===== src/rtl/prv664_disp_pkg.sv =====
// Shared definitions for the dispatch/issue controller.
// Contents: default sizing, execution-unit index constants, issue-register
// payload struct and a register-index decode helper.
package prv664_disp_pkg;

  localparam int unsigned DEFAULT_UNITS        = 4;
  localparam int unsigned DEFAULT_MAX_INFLIGHT = 16;

  localparam int unsigned NREGS     = 32;
  localparam int unsigned REG_IDX_W = 5;
  localparam int unsigned XLEN      = 32;

  // Bit positions within disp_dest
  localparam int unsigned ALU = 0;
  localparam int unsigned LSU = 1;
  localparam int unsigned MDU = 2;
  localparam int unsigned FPU = 3;

  typedef logic [REG_IDX_W-1:0] reg_idx_t;

  // Issue-register payload. disp_dest is kept beside it because its width
  // follows the UNITS parameter of the instantiating module.
  typedef struct packed {
    logic [XLEN-1:0] pc;
    logic [XLEN-1:0] instr;
    logic            rs1en;
    reg_idx_t        rs1index;
    logic            rs2en;
    reg_idx_t        rs2index;
    logic            rden;
    reg_idx_t        rdindex;
    logic            frs1en;
    reg_idx_t        frs1index;
    logic            frs2en;
    reg_idx_t        frs2index;
    logic            frs3en;
    reg_idx_t        frs3index;
    logic            frden;
    reg_idx_t        frdindex;
    logic            csren;
    logic            fflagen;
  } iss_op_t;

  // One-hot register mask, all-zero when en is low
  function automatic logic [NREGS-1:0] idx_mask(input logic en, input reg_idx_t idx);
    logic [NREGS-1:0] m;
    m      = '0;
    m[idx] = en;
    return m;
  endfunction

endpackage


===== src/rtl/disp_issue_ctrl_if.sv =====
// Decoded-instruction handshake bundle, used both for decode->dispatch and
// dispatch->execute. valid plus payload travel with the producer.
// On the issue side the dispatcher also resolves ready itself (from the
// per-unit readies), so the master modport drives ready as well.
interface pip_decode_interface
  import prv664_disp_pkg::*;
#(
  parameter int unsigned UNITS = DEFAULT_UNITS
) ();

  logic            valid;
  logic            ready;
  logic [UNITS-1:0] disp_dest;
  logic [XLEN-1:0] pc;
  logic [XLEN-1:0] instr;
  logic            rs1en;
  reg_idx_t        rs1index;
  logic            rs2en;
  reg_idx_t        rs2index;
  logic            rden;
  reg_idx_t        rdindex;
  logic            frs1en;
  reg_idx_t        frs1index;
  logic            frs2en;
  reg_idx_t        frs2index;
  logic            frs3en;
  reg_idx_t        frs3index;
  logic            frden;
  reg_idx_t        frdindex;
  logic            csren;
  logic            fflagen;

  modport master (
    output valid, ready, disp_dest, pc, instr,
           rs1en, rs1index, rs2en, rs2index, rden, rdindex,
           frs1en, frs1index, frs2en, frs2index, frs3en, frs3index,
           frden, frdindex, csren, fflagen
  );

  modport slave (
    input  valid, disp_dest, pc, instr,
           rs1en, rs1index, rs2en, rs2index, rden, rdindex,
           frs1en, frs1index, frs2en, frs2index, frs3en, frs3index,
           frden, frdindex, csren, fflagen,
    output ready
  );

endinterface


===== src/rtl/disp_scoreboard.sv =====
// 32-entry register busy scoreboard.
// Ports: clk, srst (synchronous clear of all bits), set_en/set_idx (mark
// busy), clr_en/clr_idx (writeback release), busy (registered vector),
// ebusy_c (busy with this cycle's writeback already removed).
module disp_scoreboard
  import prv664_disp_pkg::*;
(
  input  logic             clk,
  input  logic             srst,
  input  logic             set_en,
  input  reg_idx_t         set_idx,
  input  logic             clr_en,
  input  reg_idx_t         clr_idx,
  output logic [NREGS-1:0] busy,
  output logic [NREGS-1:0] ebusy_c
);

  logic [NREGS-1:0] set_mask_c;
  logic [NREGS-1:0] clr_mask_c;

  assign set_mask_c = idx_mask(set_en, set_idx);
  assign clr_mask_c = idx_mask(clr_en, clr_idx);

  // Writeback unblocks consumers in the same cycle
  assign ebusy_c = busy & ~clr_mask_c;

  // Set is applied after clear so a same-index set wins
  always_ff @(posedge clk) begin
    if (srst) begin
      busy <= '0;
    end else begin
      busy <= ebusy_c | set_mask_c;
    end
  end

endmodule


===== src/rtl/disp_issue_ctrl.sv =====
// Single-issue dispatch controller.
// Accepts one decoded instruction per cycle (dec), checks integer/FP RAW+WAW
// hazards, CSR serialization and in-flight capacity, holds the instruction
// in a one-entry issue register and presents it to the selected unit (iss,
// unit_valid_o/unit_ready_i). Writebacks release scoreboard bits, commits
// retire in-flight instructions, flush/reset clear all state.
// Ports: clk_i, srst_i, flush_i, dec (slave), iss (master), unit_valid_o,
// unit_ready_i, wb_valid_i/wb_rdindex_i, fwb_valid_i/fwb_rdindex_i,
// commit_i, idle_o.
module disp_issue_ctrl
  import prv664_disp_pkg::*;
#(
  parameter int unsigned UNITS        = DEFAULT_UNITS,
  parameter int unsigned MAX_INFLIGHT = DEFAULT_MAX_INFLIGHT
) (
  input  logic                  clk_i,
  input  logic                  srst_i,
  input  logic                  flush_i,
  pip_decode_interface.slave    dec,
  pip_decode_interface.master   iss,
  output logic [UNITS-1:0]      unit_valid_o,
  input  logic [UNITS-1:0]      unit_ready_i,
  input  logic                  wb_valid_i,
  input  reg_idx_t              wb_rdindex_i,
  input  logic                  fwb_valid_i,
  input  reg_idx_t              fwb_rdindex_i,
  input  logic                  commit_i,
  output logic                  idle_o
);

  localparam int unsigned CNT_W = $clog2(MAX_INFLIGHT + 1);
  localparam int unsigned SUM_W = CNT_W + 1;

  logic             occ_q;
  logic             occ_d;
  iss_op_t          op_q;
  iss_op_t          dec_op_c;
  logic [UNITS-1:0] dest_q;
  logic [CNT_W-1:0] inflight_q;
  logic [CNT_W-1:0] inflight_d;

  logic [NREGS-1:0] int_busy;
  logic [NREGS-1:0] int_ebusy_c;
  logic [NREGS-1:0] fp_busy;
  logic [NREGS-1:0] fp_ebusy_c;

  logic clear_c;
  logic int_haz_c;
  logic fp_haz_c;
  logic csr_haz_c;
  logic cap_haz_c;
  logic slot_free_c;
  logic ready_c;
  logic accept_c;
  logic issue_c;
  logic commit_ok_c;

  assign clear_c = srst_i | flush_i;

  // Scoreboards: x0 is never marked, FP register 0 is a real register
  disp_scoreboard u_int_sb (
    .clk     (clk_i),
    .srst    (clear_c),
    .set_en  (accept_c & dec.rden & (dec.rdindex != '0)),
    .set_idx (dec.rdindex),
    .clr_en  (wb_valid_i),
    .clr_idx (wb_rdindex_i),
    .busy    (int_busy),
    .ebusy_c (int_ebusy_c)
  );

  disp_scoreboard u_fp_sb (
    .clk     (clk_i),
    .srst    (clear_c),
    .set_en  (accept_c & dec.frden),
    .set_idx (dec.frdindex),
    .clr_en  (fwb_valid_i),
    .clr_idx (fwb_rdindex_i),
    .busy    (fp_busy),
    .ebusy_c (fp_ebusy_c)
  );

  // Machine fully drained: nothing held, nothing in flight, nothing pending
  assign idle_o = ~occ_q & (inflight_q == '0) & ~(|int_busy) & ~(|fp_busy);

  // Hazards look only at decode payload, never at dec.valid
  assign int_haz_c = (dec.rs1en & int_ebusy_c[dec.rs1index])
                   | (dec.rs2en & int_ebusy_c[dec.rs2index])
                   | (dec.rden  & int_ebusy_c[dec.rdindex]);

  assign fp_haz_c  = (dec.frs1en & fp_ebusy_c[dec.frs1index])
                   | (dec.frs2en & fp_ebusy_c[dec.frs2index])
                   | (dec.frs3en & fp_ebusy_c[dec.frs3index])
                   | (dec.frden  & fp_ebusy_c[dec.frdindex]);

  assign csr_haz_c = (dec.csren | dec.fflagen) & ~idle_o;

  // Held instruction counts against capacity; issue moves it from occ to
  // inflight, so the sum is unaffected by a same-cycle issue
  assign cap_haz_c = (SUM_W'(inflight_q) + SUM_W'(occ_q)) >= SUM_W'(MAX_INFLIGHT);

  assign issue_c     = occ_q & iss.ready;
  assign slot_free_c = ~occ_q | issue_c;
  assign ready_c     = slot_free_c & ~(int_haz_c | fp_haz_c | csr_haz_c | cap_haz_c)
                     & ~flush_i & ~srst_i;
  assign accept_c    = dec.valid & ready_c;
  assign dec.ready   = ready_c;

  // Underflowing commits are dropped so the counter saturates at zero
  assign commit_ok_c = commit_i & (inflight_q != '0);

  // Capture the decode payload in issue-register form
  always_comb begin
    dec_op_c           = '0;
    dec_op_c.pc        = dec.pc;
    dec_op_c.instr     = dec.instr;
    dec_op_c.rs1en     = dec.rs1en;
    dec_op_c.rs1index  = dec.rs1index;
    dec_op_c.rs2en     = dec.rs2en;
    dec_op_c.rs2index  = dec.rs2index;
    dec_op_c.rden      = dec.rden;
    dec_op_c.rdindex   = dec.rdindex;
    dec_op_c.frs1en    = dec.frs1en;
    dec_op_c.frs1index = dec.frs1index;
    dec_op_c.frs2en    = dec.frs2en;
    dec_op_c.frs2index = dec.frs2index;
    dec_op_c.frs3en    = dec.frs3en;
    dec_op_c.frs3index = dec.frs3index;
    dec_op_c.frden     = dec.frden;
    dec_op_c.frdindex  = dec.frdindex;
    dec_op_c.csren     = dec.csren;
    dec_op_c.fflagen   = dec.fflagen;
  end

  // Next-state for occupancy and in-flight count
  always_comb begin
    occ_d      = accept_c | (occ_q & ~issue_c);
    inflight_d = inflight_q;
    unique case ({issue_c, commit_ok_c})
      2'b10:   inflight_d = inflight_q + CNT_W'(1);
      2'b01:   inflight_d = inflight_q - CNT_W'(1);
      default: inflight_d = inflight_q;
    endcase
  end

  // Issue register and counter; payload only reloads on accept so it stays
  // stable while the selected unit back-pressures
  always_ff @(posedge clk_i) begin
    if (clear_c) begin
      occ_q      <= 1'b0;
      op_q       <= '0;
      dest_q     <= '0;
      inflight_q <= '0;
    end else begin
      occ_q      <= occ_d;
      inflight_q <= inflight_d;
      if (accept_c) begin
        op_q   <= dec_op_c;
        dest_q <= dec.disp_dest;
      end
    end
  end

  // Issue side outputs straight from the register
  assign iss.valid     = occ_q;
  assign iss.ready     = |(unit_ready_i & dest_q);
  assign iss.disp_dest = dest_q;
  assign iss.pc        = op_q.pc;
  assign iss.instr     = op_q.instr;
  assign iss.rs1en     = op_q.rs1en;
  assign iss.rs1index  = op_q.rs1index;
  assign iss.rs2en     = op_q.rs2en;
  assign iss.rs2index  = op_q.rs2index;
  assign iss.rden      = op_q.rden;
  assign iss.rdindex   = op_q.rdindex;
  assign iss.frs1en    = op_q.frs1en;
  assign iss.frs1index = op_q.frs1index;
  assign iss.frs2en    = op_q.frs2en;
  assign iss.frs2index = op_q.frs2index;
  assign iss.frs3en    = op_q.frs3en;
  assign iss.frs3index = op_q.frs3index;
  assign iss.frden     = op_q.frden;
  assign iss.frdindex  = op_q.frdindex;
  assign iss.csren     = op_q.csren;
  assign iss.fflagen   = op_q.fflagen;

  assign unit_valid_o = {UNITS{occ_q}} & dest_q;

  // Retiring more than was issued is a protocol error upstream
  commit_underflow_a : assert property (
    @(posedge clk_i) disable iff (srst_i) !(commit_i && (inflight_q == '0))
  );

endmodule


===== src/flat_wrapper.sv =====
// flat-port wrapper written by rule: the top's interface ports become plain ports
module disp_issue_ctrl_flat import prv664_disp_pkg::*;
#(
  parameter int unsigned UNITS        = DEFAULT_UNITS,
  parameter int unsigned MAX_INFLIGHT = DEFAULT_MAX_INFLIGHT
)
  (clk_i, srst_i, flush_i, unit_valid_o, unit_ready_i, wb_valid_i, wb_rdindex_i, fwb_valid_i, fwb_rdindex_i, commit_i, idle_o, dec_valid, dec_disp_dest, dec_pc, dec_instr, dec_rs1en, dec_rs1index, dec_rs2en, dec_rs2index, dec_rden, dec_rdindex, dec_frs1en, dec_frs1index, dec_frs2en, dec_frs2index, dec_frs3en, dec_frs3index, dec_frden, dec_frdindex, dec_csren, dec_fflagen, dec_ready, iss_valid, iss_ready, iss_disp_dest, iss_pc, iss_instr, iss_rs1en, iss_rs1index, iss_rs2en, iss_rs2index, iss_rden, iss_rdindex, iss_frs1en, iss_frs1index, iss_frs2en, iss_frs2index, iss_frs3en, iss_frs3index, iss_frden, iss_frdindex, iss_csren, iss_fflagen);
  pip_decode_interface #(.UNITS(UNITS)) dec_i ();
  pip_decode_interface #(.UNITS(UNITS)) iss_i ();
  input  logic clk_i;
  input  logic srst_i;
  input  logic flush_i;
  output logic [UNITS-1:0] unit_valid_o;
  input  logic [UNITS-1:0] unit_ready_i;
  input  logic wb_valid_i;
  input  reg_idx_t wb_rdindex_i;
  input  logic fwb_valid_i;
  input  reg_idx_t fwb_rdindex_i;
  input  logic commit_i;
  output logic idle_o;
  input wire logic [$bits(dec_i.valid)-1:0] dec_valid;
  input wire logic [$bits(dec_i.disp_dest)-1:0] dec_disp_dest;
  input wire logic [$bits(dec_i.pc)-1:0] dec_pc;
  input wire logic [$bits(dec_i.instr)-1:0] dec_instr;
  input wire logic [$bits(dec_i.rs1en)-1:0] dec_rs1en;
  input wire logic [$bits(dec_i.rs1index)-1:0] dec_rs1index;
  input wire logic [$bits(dec_i.rs2en)-1:0] dec_rs2en;
  input wire logic [$bits(dec_i.rs2index)-1:0] dec_rs2index;
  input wire logic [$bits(dec_i.rden)-1:0] dec_rden;
  input wire logic [$bits(dec_i.rdindex)-1:0] dec_rdindex;
  input wire logic [$bits(dec_i.frs1en)-1:0] dec_frs1en;
  input wire logic [$bits(dec_i.frs1index)-1:0] dec_frs1index;
  input wire logic [$bits(dec_i.frs2en)-1:0] dec_frs2en;
  input wire logic [$bits(dec_i.frs2index)-1:0] dec_frs2index;
  input wire logic [$bits(dec_i.frs3en)-1:0] dec_frs3en;
  input wire logic [$bits(dec_i.frs3index)-1:0] dec_frs3index;
  input wire logic [$bits(dec_i.frden)-1:0] dec_frden;
  input wire logic [$bits(dec_i.frdindex)-1:0] dec_frdindex;
  input wire logic [$bits(dec_i.csren)-1:0] dec_csren;
  input wire logic [$bits(dec_i.fflagen)-1:0] dec_fflagen;
  output wire logic [$bits(dec_i.ready)-1:0] dec_ready;
  output wire logic [$bits(iss_i.valid)-1:0] iss_valid;
  output wire logic [$bits(iss_i.ready)-1:0] iss_ready;
  output wire logic [$bits(iss_i.disp_dest)-1:0] iss_disp_dest;
  output wire logic [$bits(iss_i.pc)-1:0] iss_pc;
  output wire logic [$bits(iss_i.instr)-1:0] iss_instr;
  output wire logic [$bits(iss_i.rs1en)-1:0] iss_rs1en;
  output wire logic [$bits(iss_i.rs1index)-1:0] iss_rs1index;
  output wire logic [$bits(iss_i.rs2en)-1:0] iss_rs2en;
  output wire logic [$bits(iss_i.rs2index)-1:0] iss_rs2index;
  output wire logic [$bits(iss_i.rden)-1:0] iss_rden;
  output wire logic [$bits(iss_i.rdindex)-1:0] iss_rdindex;
  output wire logic [$bits(iss_i.frs1en)-1:0] iss_frs1en;
  output wire logic [$bits(iss_i.frs1index)-1:0] iss_frs1index;
  output wire logic [$bits(iss_i.frs2en)-1:0] iss_frs2en;
  output wire logic [$bits(iss_i.frs2index)-1:0] iss_frs2index;
  output wire logic [$bits(iss_i.frs3en)-1:0] iss_frs3en;
  output wire logic [$bits(iss_i.frs3index)-1:0] iss_frs3index;
  output wire logic [$bits(iss_i.frden)-1:0] iss_frden;
  output wire logic [$bits(iss_i.frdindex)-1:0] iss_frdindex;
  output wire logic [$bits(iss_i.csren)-1:0] iss_csren;
  output wire logic [$bits(iss_i.fflagen)-1:0] iss_fflagen;
  assign dec_i.valid = dec_valid;
  assign dec_i.disp_dest = dec_disp_dest;
  assign dec_i.pc = dec_pc;
  assign dec_i.instr = dec_instr;
  assign dec_i.rs1en = dec_rs1en;
  assign dec_i.rs1index = dec_rs1index;
  assign dec_i.rs2en = dec_rs2en;
  assign dec_i.rs2index = dec_rs2index;
  assign dec_i.rden = dec_rden;
  assign dec_i.rdindex = dec_rdindex;
  assign dec_i.frs1en = dec_frs1en;
  assign dec_i.frs1index = dec_frs1index;
  assign dec_i.frs2en = dec_frs2en;
  assign dec_i.frs2index = dec_frs2index;
  assign dec_i.frs3en = dec_frs3en;
  assign dec_i.frs3index = dec_frs3index;
  assign dec_i.frden = dec_frden;
  assign dec_i.frdindex = dec_frdindex;
  assign dec_i.csren = dec_csren;
  assign dec_i.fflagen = dec_fflagen;
  assign dec_ready = dec_i.ready;
  assign iss_valid = iss_i.valid;
  assign iss_ready = iss_i.ready;
  assign iss_disp_dest = iss_i.disp_dest;
  assign iss_pc = iss_i.pc;
  assign iss_instr = iss_i.instr;
  assign iss_rs1en = iss_i.rs1en;
  assign iss_rs1index = iss_i.rs1index;
  assign iss_rs2en = iss_i.rs2en;
  assign iss_rs2index = iss_i.rs2index;
  assign iss_rden = iss_i.rden;
  assign iss_rdindex = iss_i.rdindex;
  assign iss_frs1en = iss_i.frs1en;
  assign iss_frs1index = iss_i.frs1index;
  assign iss_frs2en = iss_i.frs2en;
  assign iss_frs2index = iss_i.frs2index;
  assign iss_frs3en = iss_i.frs3en;
  assign iss_frs3index = iss_i.frs3index;
  assign iss_frden = iss_i.frden;
  assign iss_frdindex = iss_i.frdindex;
  assign iss_csren = iss_i.csren;
  assign iss_fflagen = iss_i.fflagen;
  disp_issue_ctrl #(.UNITS(UNITS), .MAX_INFLIGHT(MAX_INFLIGHT)) u_core (.clk_i(clk_i), .srst_i(srst_i), .flush_i(flush_i), .dec(dec_i), .iss(iss_i), .unit_valid_o(unit_valid_o), .unit_ready_i(unit_ready_i), .wb_valid_i(wb_valid_i), .wb_rdindex_i(wb_rdindex_i), .fwb_valid_i(fwb_valid_i), .fwb_rdindex_i(fwb_rdindex_i), .commit_i(commit_i), .idle_o(idle_o));
endmodule

===== config.mk =====
export PLATFORM = sky130hd
export DESIGN_NAME = disp_issue_ctrl_flat
export DESIGN_NICKNAME = d
export VERILOG_FILES = /design/src/rtl/prv664_disp_pkg.sv /design/src/rtl/disp_issue_ctrl_if.sv /design/src/rtl/disp_scoreboard.sv /design/src/rtl/disp_issue_ctrl.sv /design/src/flat_wrapper.sv
export SDC_FILE = /design/constraint.sdc
export NUM_CORES = 1
export LEC_CHECK = 0
export BUFFER_PORTS_ARGS = -buffer_cell sky130_fd_sc_hd__buf_2
export CORE_MARGIN = 2
export CORE_UTILIZATION = 45
export CTS_CLUSTER_DIAMETER = 200
export DETAILED_ROUTE_END_ITERATION = 16
export PLACE_DENSITY_LB_ADDON = 0.05
export SLEW_MARGIN = 20
export SYNTH_ARGS = -nofsm -noshare
export SYNTH_HDL_FRONTEND = slang
export SYNTH_SLANG_ARGS = --single-unit
export TNS_END_PERCENT = 5

===== constraint.sdc =====
create_clock -name clk_i -period 7.6 [get_ports clk_i]
set_clock_uncertainty 0.2 [all_clocks]
set_input_delay 1.52 -clock clk_i [delete_from_list [all_inputs] [get_ports clk_i]]
set_output_delay 1.52 -clock clk_i [all_outputs]
set_load 0.005 [all_outputs]

## After elaboration in Yosys (flattened, before gate mapping)

Cells that the tools add are included.

- Input port bits: 133
- Register bits after elaboration: 182
- Output and inout port bits: 120
- Logic and storage cells: 129

- Reduce and logical (&&, ||, !) cells: 11
- Bitwise operators: 53
- Magnitude comparators: 14
- Add/sub/neg operators: 3
- Equality and inequality tests: 2
- Muxes and demuxes: 23

Operator list:

| kind | count |
|---|---|
| $and A32 B32 Y32 | 6 |
| $not A32 Y32 | 2 |
| $or A32 B32 Y32 | 2 |
| $reduce_or A32 Y1 | 2 |
| $lt A5 B6 Y1 const B | 9 |
| $bmux W1 S5 | 7 |
| $and A1 B1 Y1 | 21 |
| $demux W1 S5 | 4 |
| $ge A5 B1 Y1 const B | 4 |
| $or A1 B1 Y1 | 12 |
| $mux W1 | 11 |
| $pmux W5 S2 | 1 |
| $reduce_bool A5 Y1 | 2 |
| $and A4 B4 Y4 | 2 |
| $not A1 Y1 | 8 |
| $add A5 B1 Y6 | 1 |
| $ge A6 B5 Y1 const B | 1 |
| $add A5 B1 Y5 const B | 1 |
| $logic_not A5 Y1 | 1 |
| $sub A5 B1 Y5 const B | 1 |
| $logic_and A1 B1 Y1 | 4 |
| $reduce_or A4 Y1 | 1 |
| $eq A2 B1 Y1 const B | 1 |
| $eq A2 B2 Y1 const B | 1 |
| $reduce_bool A2 Y1 | 1 |

## Logic depth before layout (Yosys ltp)

- Depth after elaboration: 25
- Gate-level depth with buffers: 13
- Depth with buffers taken out: 12

## Hierarchy

A second synthesis with hierarchy kept.

- Cells, all modules: 1058
- Area total of the unflattened synthesis: 9739.3 sq um

Modules (own cells, without submodules):

| module | cells an instance | times used | seq. area each (sq um) | area an instance (sq um) |
|---|---|---|---|---|
| disp_issue_ctrl | 736 | 1 | 2362.3 | 6971.7 |
| disp_scoreboard | 161 | 2 | 640.6 | 1383.8 |

## Worst setup path after synthesis

No wires, ideal clock.

- Path type: input-to-output
- Start: in wb_rdindex_i[1]
- End: out dec_ready
- Buffers on the path: 1
- Slack: 2087 ps
- Arrival: 3793 ps
- Stages on the path: 8
- Required time: 5880 ps
- Cells stage by stage: clkbuf_1 -> or4b_1 -> o21a_1 -> mux2_2 -> a2111o_1 -> a221o_1 -> a2111oi_2 -> and4b_1

- Longest elaborated chain between the ends: 19
- Elaborated cells between the ends (all ways): 26
- Those cells by class: order compare: 2; mux: 8; bitwise: 15; reduce/logical: 1

RTL lines:

| what | line | source |
|---|---|---|
| from (decl) | flat_wrapper.sv:16 | `input reg_idx_t wb_rdindex_i;` |
| $lt A5 B6 Y1 (implied by the code) or $ge A5 B1 Y1 (tied branches) | prv664_disp_pkg.sv:48 | `m[idx] = en;` |
| $logic_and A1 B1 Y1 (implied by the code) | prv664_disp_pkg.sv:48 |  |
| $mux W1 (implied by the code) | prv664_disp_pkg.sv:48 |  |
| $demux W1 S5 * | prv664_disp_pkg.sv:48 |  |
| $and A32 B32 Y32 (no source line) * | n/a |  |
| $not A32 Y32 * | disp_scoreboard.sv:25 | `assign ebusy_c = busy & ~clr_mask_c;` |
| $and A32 B32 Y32 * | disp_scoreboard.sv:25 |  |
| $bmux W1 S5 (on tied branches) | disp_issue_ctrl.sv:87, disp_issue_ctrl.sv:88 |  |
| $mux W1 (on tied branches) | disp_issue_ctrl.sv:87, disp_issue_ctrl.sv:88 |  |
| $and A1 B1 Y1 (on tied branches) | disp_issue_ctrl.sv:87, disp_issue_ctrl.sv:88 |  |
| $or A1 B1 Y1 | disp_issue_ctrl.sv:88 | `\| (dec.rs2en & int_ebusy_c[dec.rs2index])` |
| $or A1 B1 Y1 * | disp_issue_ctrl.sv:89 | `\| (dec.rden & int_ebusy_c[dec.rdindex]);` |
| $or A1 B1 Y1 * (3 in series) | disp_issue_ctrl.sv:104 | `assign ready_c = slot_free_c & ~(int_haz_c \| fp_haz_c \| csr_haz_c \| cap_haz_c)` |
| $not A1 Y1 * | disp_issue_ctrl.sv:104 |  |
| $and A1 B1 Y1 * | disp_issue_ctrl.sv:104 |  |
| $and A1 B1 Y1 * (2 in series) | disp_issue_ctrl.sv:105 | `& ~flush_i & ~srst_i;` |
| to (decl) | flat_wrapper.sv:41 | `output wire logic [$bits(dec_i.ready)-1:0] dec_ready;` |

Mark *: on every way between the ends. The rest lies on a longest branch, timed or not. The select of a mux whose other input is x is not followed.

## Final worst setup path

- Start: in fwb_rdindex_i[2]
- End: out dec_ready

- Longest elaborated chain between the ends: 20
- Elaborated cells between the ends (all ways): 30
- Those cells by class: order compare: 2; mux: 10; bitwise: 17; reduce/logical: 1

RTL lines:

| what | line | source |
|---|---|---|
| from (decl) | flat_wrapper.sv:18 | `input reg_idx_t fwb_rdindex_i;` |
| $lt A5 B6 Y1 (implied by the code) or $ge A5 B1 Y1 (tied branches) | prv664_disp_pkg.sv:48 |  |
| $logic_and A1 B1 Y1 (implied by the code) | prv664_disp_pkg.sv:48 |  |
| $mux W1 (implied by the code) | prv664_disp_pkg.sv:48 |  |
| $demux W1 S5 * | prv664_disp_pkg.sv:48 |  |
| $and A32 B32 Y32 (no source line) * | n/a |  |
| $not A32 Y32 * | disp_scoreboard.sv:25 |  |
| $and A32 B32 Y32 * | disp_scoreboard.sv:25 |  |
| $bmux W1 S5 (on tied branches) | disp_issue_ctrl.sv:91, disp_issue_ctrl.sv:92 |  |
| $mux W1 (on tied branches) | disp_issue_ctrl.sv:91, disp_issue_ctrl.sv:92 |  |
| $and A1 B1 Y1 (on tied branches) | disp_issue_ctrl.sv:91, disp_issue_ctrl.sv:92 |  |
| $or A1 B1 Y1 | disp_issue_ctrl.sv:92 | `\| (dec.frs2en & fp_ebusy_c[dec.frs2index])` |
| $or A1 B1 Y1 | disp_issue_ctrl.sv:93 | `\| (dec.frs3en & fp_ebusy_c[dec.frs3index])` |
| $or A1 B1 Y1 * | disp_issue_ctrl.sv:94 | `\| (dec.frden & fp_ebusy_c[dec.frdindex]);` |
| $or A1 B1 Y1 * (3 in series) | disp_issue_ctrl.sv:104 |  |
| $not A1 Y1 * | disp_issue_ctrl.sv:104 |  |
| $and A1 B1 Y1 * | disp_issue_ctrl.sv:104 |  |
| $and A1 B1 Y1 * (2 in series) | disp_issue_ctrl.sv:105 |  |

Marks and branches as above.

==> metrics.txt <==
Area Overhead vs Synth 17.7%; Leakage ~5.2 nW; Detail Route Antenna Nets 0; cell count after synthesis around 1,300; PostCTS Resize Cnt 0; Post-route DRC 0; critical setup path kind in -> out; number of synthesized register bits between 150 and 200; Post-synth top cells nand2_1, dfxtp_1, mux2i_1; Global Route Usage Sum 30.5%; layout cells sized above 1 21.5%; Final setup viols 0; max_cap viols 0; Final HPWL DP between 20,000 and 30,000 µm; first-pass GRT wire length around 60,000 µm; CP max-delay cell o21ai_0; crit-path cells buf_2 -> nand4b_1 -> o21ai_0 -> mux2i_1 -> a222oi_1 -> a41oi_1 -> nor4_1 -> and4b_1 -> buf_2; cts bufs inserted 17; final RePlAce weighted congestion between 0.9 and 1; CTS root buf clkbuf_16; final hold vios 0; NumNets Final about 1,600; fin. max-slew vios 0; RSZ-0062 raised after global routing false; setup tns final 0 ns; Clock Pin Slew Worst Setup and Hold Paths about 0.080 ns; Initial Utilization roughly 46%; crit path capture type primary output; htree depth 4; full die area around 25,000 µm²; largest net degree at the start of global routing around 150; area of the multi-input gates approximately 6600 µm²; Filler Cell Count 2,318; antenna violations before repair 3; final wirelength between 40,000 and 50,000 µm; Reg area between 3000 and 4000 µm²; worst slew pin tran 1.01 ns; vias in the first global route 10,300; Worst Path Buf+Inv 2; Synth top area share 33.5%; Mapped Area ~11,000 µm²; Yosys cell types 74; cell count after placement between 1,500 and 2,000; Worst path max stage delay approximately 0.76 ns; post-synthesis sequential area ratio between 30% and 40%; main area contributors after synthesis dfxtp_1, mux2i_1, nand2_1; CTS tree done; Core Footprint 23,600 µm²; ys async rst share 0%; syn_area_per_cell between 8 and 9 µm²; first drt pass iteration count 6; die height between 150 and 200 µm; dpl cell area around 12,000 µm²; worst min-delay path class reg -> reg; Die Span X 160 µm; vias about 11,000; CP Data Arrival Time 4.54 ns; Ports ~250; Critical Path RT approximately 6 ns; Finished Cell Area 12,800 µm²; Period minus WS final approximately 6.3 ns; DR WL/cell between 20 and 25 µm; Power, Total 2.19 mW; Cell Pwr Density between 150 and 200 nW/µm²; Final Non-Filler Cells approximately 1,800; Clock Sinks 182; CTS Hold Buffers Added 0; ys flop type dfxtp_1; grt ovf 0; status finished, final reports clean; PnR worst setup slack 1.34 ns; yosys warns 0; Crit path max-delay family compound AO/OA/AOI/OAI gates; startpoint types input port; Max Freq between 150 and 200 MHz; pre-CTS WS roughly 1.4 ns; top-count cell post-synth nand2_1; syn_nets approximately 1,500; CP Max Fanout 8; cell mode on critical path buf_2; Rel. slew slack a little under a third; Tcrit/Tclk final around 80%; maximum clock path buffer count 2; 1st-iter DRT viols around 1,500; postcts setup bufs 0; worst vdd ir ~0.17 mV; EDFF count, synth 0; Yosys top cell by area dfxtp_1; Row Count 56; vias per inst between 6 and 7; PortBufs around 250; Clock Latency Late Sink 0.44 ns
registers in the layout (all words and copies together) (netlist names), 4 cells and up:
name and flops:
u_core.iss.instr 32, u_core.iss.pc 32, u_core.u_fp_sb.busy 32, u_core.u_int_sb.busy 32
u_core.inflight_q 5, u_core.iss.frdindex 5, u_core.iss.frs1index 5, u_core.iss.frs2index 5
u_core.iss.frs3index 5, u_core.iss.rdindex 5, u_core.iss.rs1index 5, u_core.iss.rs2index 5
u_core.iss.disp_dest 4
power by group:
part	internal, mW	switching [mW]
Clock	0.468	0.492
Combinational	0.0872	0.173
Sequential	0.960	0.00398
layer usage:
layer | part of all wire, % | global-route usage, %
met1 | 43 | 43.0
met5 | 0.032 | 0
met3 | 11 | 7.45
met4 | 2.3 | 8.18
met2 | 44 | 46.7
worst register-to-register path, delay by kind of cell (launching register included):
family,cells,cell delay [ns]
compound gates,2,0.76
buf+inv,1,0.43
flops,1,0.37
mux,1,0.23
simple gates,5,1.98
cells in the final DEF (no fill, tap or decap), types with 6 or more instances in the layout:
| master | count |
|---|---|
| nand2_1 | 260 |
| buf_2 | 252 |
| dfxtp_1 | 182 |
| mux2i_1 | 120 |
| nor2_1 | 100 |
| o21ai_0 | 71 |
| o211ai_1 | 62 |
| a41o_1 | 42 |
| nor2b_1 | 22 |
| nor4_1 | 21 |
| inv_1 | 20 |
| a21oi_1 | 20 |
| nand3_1 | 18 |
| o2111ai_1 | 17 |
| clkbuf_16 | 17 |
| nand4_1 | 15 |
| a31o_1 | 15 |
| and2_1 | 14 |
| nand2b_1 | 13 |
| nor3_1 | 11 |
| mux4_2 | 11 |
| and3_1 | 10 |
| nand4b_1 | 9 |
| o21a_1 | 9 |
| buf_4 | 9 |
| o22ai_1 | 8 |
| o21ai_1 | 7 |
| nand3b_1 | 7 |
| nor3b_1 | 7 |
| nor4bb_1 | 7 |
| a22oi_1 | 6 |
| nand4bb_1 | 6 |
| and4b_1 | 6 |
| inv_12 | 6 |
path summary, 6_finish.rpt:
path	startpoint	endpoint	slack, ns	cells past startpoint
max	fwb_rdindex_i[2]	dec_ready	1.34	9
min	u_core.iss.rs2index[3]	u_core.iss.rs2index[3]	0.26	2
max reg2reg	u_core.iss.valid	u_core.iss.instr[27]	3.58	9
min reg2reg	u_core.iss.rs2index[3]	u_core.iss.rs2index[3]	0.26	2
through the flow:
stage | hold WS, ns | utilization, %
4_1_cts | 0.259 | 54.1
3_5_place_dp | 0.243 | 51.3
2_1_floorplan | 0.251 | -
3_3_place_gp | 0.239 | 51.3
5_1_grt | 0.267 | 54.2
6_report | 0.256 | 54.2
cell families (layout without fill, tap and decap cells):
group                      Yosys count  in the layout  synth area share, %
xor gates and xnor gates             4              4                0.322
buffers and inverters              144            319                 6.08
adders and majority gates            5              5                0.644
AOI/OAI and AO/OA                  313            313                 21.2
muxes                              134            134                 13.6
DFF                                182            182                 33.5
and+or+nand+nor                    553            553                 24.6
other                                0              3                    0
cell type report:
cell class | count | area share [%]
clock inverter | 15 | 1.75
tap | 319 | 3.12
sequential | 182 | 28.4
timing repair buffer | 266 | 11.2
clock buffer | 17 | 3.32
antenna | 3 | 0.0586
multi-input combinational | 1009 | 51.5
inverter | 21 | 0.615
Power figures use the tool's default switching activity.
